[src/rtl/day_counter_if.sv]
// Day counter bus: calendar context and strobes in, day and pulses out.
// Signalling is strobe-based rather than valid/ready: inc_day and load are
// sampled on every rising clk edge, and each sampled high counts as one
// request. There is no back-pressure, so the counter always accepts.
// o_inc_month and o_load_err are one-clock pulses. o_day and o_month_err
// are level outputs. Every output is registered.
interface day_counter_if;
  logic       inc_day;
  logic [3:0] month;
  logic [11:0] year;
  logic       load;
  logic [4:0] load_day;
  logic [4:0] o_day;
  logic       o_inc_month;
  logic       o_load_err;
  logic       o_month_err;

  // Driver side (month counter / stimulus).
  modport master (
    output inc_day, month, year, load, load_day,
    input  o_day, o_inc_month, o_load_err, o_month_err
  );

  // Day counter side.
  modport slave (
    input  inc_day, month, year, load, load_day,
    output o_day, o_inc_month, o_load_err, o_month_err
  );
endinterface

[src/rtl/day_counter.sv]
// Day-of-month counter with leap-year aware wrap, validated load and
// month-range error flag. All outputs are registered with one clock of latency.
module day_counter #(
  parameter int RESET_DAY = 1
) (
  input  logic           clk,
  input  logic           rst_n,
  day_counter_if.slave   bus
);

  // An out-of-range reset day falls back to the 1st.
  localparam logic [4:0] RST_DAY =
    (RESET_DAY >= 1 && RESET_DAY <= 28) ? 5'(RESET_DAY) : 5'd1;

  logic [4:0] day_q, day_d;
  logic       inc_month_q, inc_month_d;
  logic       load_err_q, load_err_d;
  logic       month_err_q, month_err_d;

  logic       leap;
  logic       month_ok;
  logic [4:0] dim;

  // Calendar context: leap year, month validity and days in the current month.
  always_comb begin
    leap     = (year_mod(12'd4) == 12'd0) &&
               ((year_mod(12'd100) != 12'd0) || (year_mod(12'd400) == 12'd0));
    month_ok = (bus.month >= 4'd1) && (bus.month <= 4'd12);
    dim      = 5'd31;
    case (bus.month)
      4'd4, 4'd6, 4'd9, 4'd11: dim = 5'd30;
      4'd2:                    dim = leap ? 5'd29 : 5'd28;
      default:                 dim = 5'd31;
    endcase
  end

  function automatic logic [11:0] year_mod(input logic [11:0] m);
    return bus.year % m;
  endfunction

  // Next-state: load has priority over inc_day, so an inc_day arriving with a
  // load is dropped. The ">=" wrap also recovers a day left above dim after
  // a month or year change.
  always_comb begin
    day_d       = day_q;
    inc_month_d = 1'b0;
    load_err_d  = 1'b0;
    month_err_d = !month_ok;
    if (bus.load) begin
      if ((bus.load_day != 5'd0) && (bus.load_day <= dim)) begin
        day_d = bus.load_day;
      end else begin
        load_err_d = 1'b1;
      end
    end else if (bus.inc_day) begin
      if (day_q >= dim) begin
        day_d       = 5'd1;
        inc_month_d = 1'b1;
      end else begin
        day_d = day_q + 5'd1;
      end
    end
  end

  // State registers. The asynchronous reset also cuts any pulse in flight.
  always_ff @(posedge clk or negedge rst_n) begin
    if (!rst_n) begin
      day_q       <= RST_DAY;
      inc_month_q <= 1'b0;
      load_err_q  <= 1'b0;
      month_err_q <= 1'b0;
    end else begin
      day_q       <= day_d;
      inc_month_q <= inc_month_d;
      load_err_q  <= load_err_d;
      month_err_q <= month_err_d;
    end
  end

  assign bus.o_day       = day_q;
  assign bus.o_inc_month = inc_month_q;
  assign bus.o_load_err  = load_err_q;
  assign bus.o_month_err = month_err_q;

endmodule

[src/flat_wrapper.sv]
// flat-port wrapper written by rule: the top's interface ports become plain ports
module day_counter_flat 
#(
  parameter int RESET_DAY = 1
)
  (clk, rst_n, bus_inc_day, bus_month, bus_year, bus_load, bus_load_day, bus_o_day, bus_o_inc_month, bus_o_load_err, bus_o_month_err);
  day_counter_if bus_i ();
  input  logic clk;
  input  logic rst_n;
  input wire logic [$bits(bus_i.inc_day)-1:0] bus_inc_day;
  input wire logic [$bits(bus_i.month)-1:0] bus_month;
  input wire logic [$bits(bus_i.year)-1:0] bus_year;
  input wire logic [$bits(bus_i.load)-1:0] bus_load;
  input wire logic [$bits(bus_i.load_day)-1:0] bus_load_day;
  output wire logic [$bits(bus_i.o_day)-1:0] bus_o_day;
  output wire logic [$bits(bus_i.o_inc_month)-1:0] bus_o_inc_month;
  output wire logic [$bits(bus_i.o_load_err)-1:0] bus_o_load_err;
  output wire logic [$bits(bus_i.o_month_err)-1:0] bus_o_month_err;
  assign bus_i.inc_day = bus_inc_day;
  assign bus_i.month = bus_month;
  assign bus_i.year = bus_year;
  assign bus_i.load = bus_load;
  assign bus_i.load_day = bus_load_day;
  assign bus_o_day = bus_i.o_day;
  assign bus_o_inc_month = bus_i.o_inc_month;
  assign bus_o_load_err = bus_i.o_load_err;
  assign bus_o_month_err = bus_i.o_month_err;
  day_counter #(.RESET_DAY(RESET_DAY)) u_core (.clk(clk), .rst_n(rst_n), .bus(bus_i));
endmodule
[config.mk]
export PLATFORM = sky130hd
export DESIGN_NAME = day_counter_flat
export DESIGN_NICKNAME = d
export VERILOG_FILES = /design/src/rtl/day_counter_if.sv /design/src/rtl/day_counter.sv /design/src/flat_wrapper.sv
export SDC_FILE = /design/constraint.sdc
export NUM_CORES = 1
export LEC_CHECK = 0
export BUFFER_PORTS_ARGS = -buffer_cell sky130_fd_sc_hd__buf_4
export CAP_MARGIN = 10
export CORE_ASPECT_RATIO = 2
export CORE_MARGIN = 1
export CORE_UTILIZATION = 52
export DETAILED_ROUTE_END_ITERATION = 10
export HOLD_SLACK_MARGIN = 0.06
export PLACE_DENSITY = 0.87
export SKIP_LAST_GASP = 1
export SLEW_MARGIN = 20
export SYNTH_ARGS = -nofsm -noshare
export SYNTH_HDL_FRONTEND = slang
export SYNTH_SLANG_ARGS = --single-unit
[constraint.sdc]
create_clock -name clk -period 1.9 [get_ports clk]
set_clock_uncertainty 0.1 [all_clocks]
set_input_delay 0.095 -clock clk [delete_from_list [all_inputs] [get_ports clk]]
set_output_delay 0.095 -clock clk [all_outputs]
set_load 0.005 [all_outputs]
==> out/results.ini, run 1 <==
[run_status]
error_line=[ERROR GRT-0116] Global routing finished with congestion. Check the congestion regions in the DRC Viewer.
status=aborted with a tool error
haltStage=global routing (5_1_grt)

[synth]
ys_types=77
syn_inst=260
synth_nets=290
seq_area_frac_synth_pct=10.71
yosys_warnings=0
avgSynthCellArea_sq_um=7.233
ys.flop_type=dfrtp_1
synth_edf_count=0
synth_area_sq_um=1881
async_reset_ff_share_pct=100.0
synth_seq_cells=8

[global_route]
grt_max_degree=18
grt_pass1_vias=3763
grt_usage_pct=68.78
grt_pass1_wl_um=19240
overflow=131

[clock_network]
cts_sinks=8
root_buffer=clkbuf_8
htree_levels=1
cts_buffers=3
clk_path_buf_depth=2

[place]
placed_cells=398
gp_congestion=1.120
numPortBuffers=32
hpwl_um=6452

[floorplanning]
initial_utilization_pct=55.05
design.portCount=33
die_h_um=87.05
fp-row-count=30
die_x_um=44.53

[cells in the mapped netlist, drive strengths merged (4+ instances only)]
library cell  instances  area share, %
a21oi                25            6.9
a21o                  7            2.8
nand3                 6            1.6
a211oi                8            3.5
clkbuf                5            1.0
buf                  13            4.8
o21ai                19            5.3
inv                   8            1.6
o211ai                5            2.0
nand2b                4            1.3
nor3                 11            3.2
dfrtp                 7            9.3
ha                    5            3.3
o31ai                 5            2.0
nor2                 18            3.6
and2                  7            2.5
or3                   4            1.3
a21boi                5            2.2
o31a                  4            1.9
a31oi                 6            2.0
nand2                17            3.4
[cells by family after synthesis]
kind of cell	synth area share [%]
compound gates	46.78
simple gates	28.81
buf+inv	7.385
flops	10.71
fa+ha+maj	3.327
xor+xnor	1.397
mux	1.597
[per-layer routing]
| metal | overflow | GRT usage (%) |
|---|---|---|
| met1 | 1 | 56.07 |
| met4 | 56 | 95.04 |
| met3 | 0 | 28.01 |
| met2 | 74 | 101.6 |
| met5 | 0 | 0 |
[repair_timing]
action	in CTS
resized for setup	52
endpoints found under the hold margin	10
setup buffers	13
hold buffers	3
setup endpoints to repair	7
pin swaps	24
gates cloned	1
[metrics by stage]
stage	hold slack [ps]	setup slack, ps	utilization (%)	setup TNS, ps	cell area [sq um]
2_1_floorplan	-300.6	-2069	-	-13370	1908
3_5_place_dp	-179.8	-2849	77.88	-18990	2660
3_3_place_gp	-183.6	-2586	77.88	-17140	2660
4_1_cts	63.80	-2279	89.60	-15010	3060
==> run 2: changes to the inputs <==
- CORE_ASPECT_RATIO: 2 -> unset
- CORE_UTILIZATION: 52 -> 40
- HOLD_SLACK_MARGIN: 0.06 -> unset
- PLACE_DENSITY: 0.87 -> unset
- PLACE_DENSITY_LB_ADDON: unset -> 0.15
- clock period: 1.9 -> 2.5 ns (I/O delays scaled with it)
==> out/results.ini, run 2 <==
[layout]
drive_above_1_share_pct=46.67
n_antenna_cell=0
multi_input_area_sq_um=1788
fin_nets=391
final_util_pct=69.71
layout_common_cells=99 x buf_4, 18 x a21oi_1, 16 x nand2_1, 15 x nor2_1
fillers=338
largest_register_ffs=5
area_delta_synth_final_pct=64.74
final_common_cell=buf_4
area.sequential_sq_um=201.4

[synth]
synth.top_cells.by_area=dfrtp_1 9.3%, a21oi_1 6.4%, o21ai_0 4.3%, nor2_1 3.6%, nand2_1 3.4%
synth_fa_ha_area_share_pct=3.327
avgSynthCellArea_sq_um=7.233
async_reset_ff_share_pct=100.0
synth_nets=290
synth_seq_cells=8
synth_mux_area_share_pct=1.597
yosys.area_share.simple_pct=28.81
synth_xor_area_share_pct=1.397
synth_top_family_by_area=compound AO/OA/AOI/OAI gates
synth_edf_count=0
yosysMostFrequentCell=a21oi_1
synthTopCellsByCount=24 x a21oi_1, 18 x nor2_1, 17 x nand2_1, 16 x o21ai_0, 10 x nor3_1
yosys_warnings=0
yosysTopAreaCellShare_pct=9.315
synth_area_leader_cell=dfrtp_1
syn_inst=260
synth_area_sq_um=1881
seq_area_frac_synth_pct=10.71
ys_types=77
ys.flop_type=dfrtp_1
synth_compound_area_share_pct=46.77

[hold_path]
holdCritPathClass=in2reg
hp-start=bus_inc_day

[sta]
fin_ws_ps=-1696
maxSlewViolCount=0
fmax_mhz=238.3
period_needed_ps=4196
fin_setup_tns_ps=-11070
fin_crit_sh_pct=167.9
worst_pin_slew_ps=1011
setup-violations-final=7
rsz0062_at_grt=true
hold_viol=0
relSlewSlack_pct=31.73

[floorplanning]
die_x_um=70.57
design.portCount=33
initial_utilization_pct=42.31
fp-row-count=24
die_h_um=70.57
die_area_sq_um=4979
coreArea_sq_um=4444

[run_status]
violations=negative setup slack
status=complete, but fails checks

[place]
hpwl_um=4694
gp_congestion=0.9240
numPortBuffers=32

[clock_network]
cts_tree=built
cts_sinks=8
root_buffer=clkbuf_8
clkTransAtPathRegs_ps=50
clk_path_buf_depth=2
clk-insertion-delay-late_ps=230
cts_buffers=3
htree_levels=1

[critical_path]
crit_start=bus_year[7]
rr_startpoint=u_core.bus.o_day[0]
worstSetupStartpointType=input pin
critPathKind=in2reg
end_kind=flop
path_max_fanout=8
cp.arrival_ps=4190
worstPathRequired_ps=2500

[drt]
firstDrtPassIters=5
dr.first_iter.drc_count=302
vias=2625
ant_nets=0
drt-total-wl_um=7110
via_per_inst=6.371
drc=0
wl_per_cell_um=17.26

[global_route]
grt_pass1_vias=2400
grt_pass1_wl_um=11070
grt_usage_pct=26.70
overflow=0
antenna_found_initial=0
grt_max_degree=18

[job]
maxCapViolCount=0

[power_and_ir_drop]
power_leakage_nw=1.303
peakVddDrop_mv=0.3832
powerDensity_nw_per_um2=384.1

-- run 2: cell counts after synthesis --
No cell type changed its count.
-- run 2: area by class of cell --
| cell class | count | share of cell area (%) |
|---|---|---|
| clock buffers | 4 | 1.454 |
| inverters | 8 | 0.9693 |
| multi-input cells | 226 | 57.71 |
| flip-flops and latches | 8 | 6.502 |
| well taps | 52 | 2.100 |
| repair buffers | 114 | 31.26 |
-- run 2: cell families (layout without fill, tap and decap cells) --
group	Yosys count	after routing
xor+xnor	3	3
buf+inv	26	126
compound gates	119	119
fa+ha+maj	5	5
flops	8	8
mux	3	3
simple gates	96	96
-- run 2: stage by stage --
stage               setup slack (ps)  instance area, sq um  total power [W]  hold WS (ps)  cells
floorplan                      -1499                  1908        0.0005593        -270.6    260
global placement               -1881                  2618        0.0008220        -152.2    394
detailed placement             -1964                  2618        0.0008281        -151.3    394
CTS                            -1478                  2942         0.001094         84.58    410
global route                   -1938                  3098         0.001257         93.29    412
finish                         -1696                  3098         0.001190         86.18    412
-- run 2: where the power goes --
group	total [W]	internal, W	switching, W
logic	0.000847	0.000433	0.000415
clock network	0.000168	0.000111	0.0000569
registers	0.000174	0.000149	0.0000256
-- run 2: timing repair --
action / 4_1_cts / 5_1_grt
setup endpoints to repair: 7 / 7
endpoints found under the hold margin: 8 / 0
buffers inserted: 10 / 4
hold buffers: 1 / 0
resized for setup: 43 / 28
pin swaps: 19 / 7
cloned: 2 / 0
-- run 2: path summary, 6_finish.rpt --
check,endpoint,slack (ps),cells after the start
max,u_core.bus.o_day[4],-1700,22
max reg2reg,u_core.bus.o_day[4],470,9
max in group asynchronous,u_core.bus.o_day[0],1940,2
min in group asynchronous,u_core.bus.o_load_err,140,2
min,u_core.bus.o_inc_month,90,2
min reg2reg,u_core.bus.o_day[0],470,1
-- run 2: critical path: stages --
cell and delay (ps):
buf_12 110, or4b_4 550, a21boi_4 200, a311o_1 190, o32a_1 240, buf_6 120
a21oi_4 40, nor3_4 210, a31oi_2 130, and2_4 200, o311a_4 330, xnor2_1 130
o31ai_1 290, o21ai_1 160, ha_1 290, nand2b_4 120, a21oi_4 50, nor2_2 150
nor2_2 90, and2_1 140, o21ai_0 180, o21ai_0 120
-- run 2: per-layer routing --
metal / vias up / wire length [um] / GRT usage [%]
li1: 1248 / - / -
met5: - / 0 / 0
met3: 14 / 363 / 0.7123
met1: 1239 / 3229 / 37.89
met4: 0 / 99 / 6.444
met2: 124 / 3417 / 45.31
Note: power is estimated with default switching activity, not from simulation.
==> run 3: changes to the inputs <==
- CORE_MARGIN: 1 -> unset
- CORE_UTILIZATION: 40 -> 51
==> out/results.ini, run 3 <==
[run_status]
status=aborted with a tool error
haltStage=global routing (5_1_grt)
error_line=[ERROR GRT-0232] Routing congestion too high. Check the congestion heatmap in the GUI.

[synth]
syn_inst=260
synth_mux_area_share_pct=1.597
synth_area_sq_um=1881
seq_area_frac_synth_pct=10.71
synth_seq_cells=8
synth_top_family_by_area=compound AO/OA/AOI/OAI gates
yosysMostFrequentCell=a21oi_1
yosysTopAreaCellShare_pct=9.315
avgSynthCellArea_sq_um=7.233
synth.top_cells.by_area=dfrtp_1 9.3%, a21oi_1 6.4%, o21ai_0 4.3%, nor2_1 3.6%, nand2_1 3.4%
yosys.area_share.simple_pct=28.81
synth_fa_ha_area_share_pct=3.327
synth_xor_area_share_pct=1.397
synth_compound_area_share_pct=46.77
ys.flop_type=dfrtp_1
synthTopCellsByCount=24 x a21oi_1, 18 x nor2_1, 17 x nand2_1, 16 x o21ai_0, 10 x nor3_1
synth_edf_count=0
ys_types=77
synth_nets=290
synth_area_leader_cell=dfrtp_1
async_reset_ff_share_pct=100.0
yosys_warnings=0

[clock_network]
htree_levels=1
cts_sinks=8
clk_path_buf_depth=2
cts_buffers=3
root_buffer=clkbuf_8

[place]
numPortBuffers=32
hpwl_um=4825
gp_congestion=0.9646

[sta]
crit_endpoint=u_core.bus.o_day[4]$_DFFE_PN0P_/D
endpoint_type=sequential cell input

[floorplanning]
design.portCount=33
fp-row-count=21
die_h_um=62.73
initial_utilization_pct=54.63
die_x_um=62.73

[global_route]
grt_max_degree=19
grt_usage_pct=95.57
overflow=283

## run 3: logic make-up after synthesis
group / count (synthesis)
AOI/OAI and AO/OA: 119
muxes: 3
adders and majority gates: 5
buffers and inverters: 26
and+or+nand+nor: 96
DFF: 8
xor gates and xnor gates: 3
## run 3: layer usage
layer  track usage (%)  GRT overflow
met5             20.83             0
met2             119.3           169
met4             118.9           111
met1             88.04             2
met3             71.17             1
## run 3: timing repair
action	CTS
hold endpoints to repair	8
hold buffers	1
gates resized for setup	50
cloned	2
pin swaps	21
endpoints found under the setup margin	7
buffers inserted	8
## run 3: through the flow
| step | area (sq um) | worst slack [ps] | hold slack [ps] | cells | util, % |
|---|---|---|---|---|---|
| 2_1_floorplan | 1908 | -1499 | -270.6 | 260 | - |
| 3_5_place_dp | 2690 | -1911 | -152.1 | 397 | 78.15 |
| 4_1_cts | 3044 | -1555 | 84.40 | 412 | 88.44 |
| 3_3_place_gp | 2690 | -1838 | -154.2 | 397 | 78.15 |
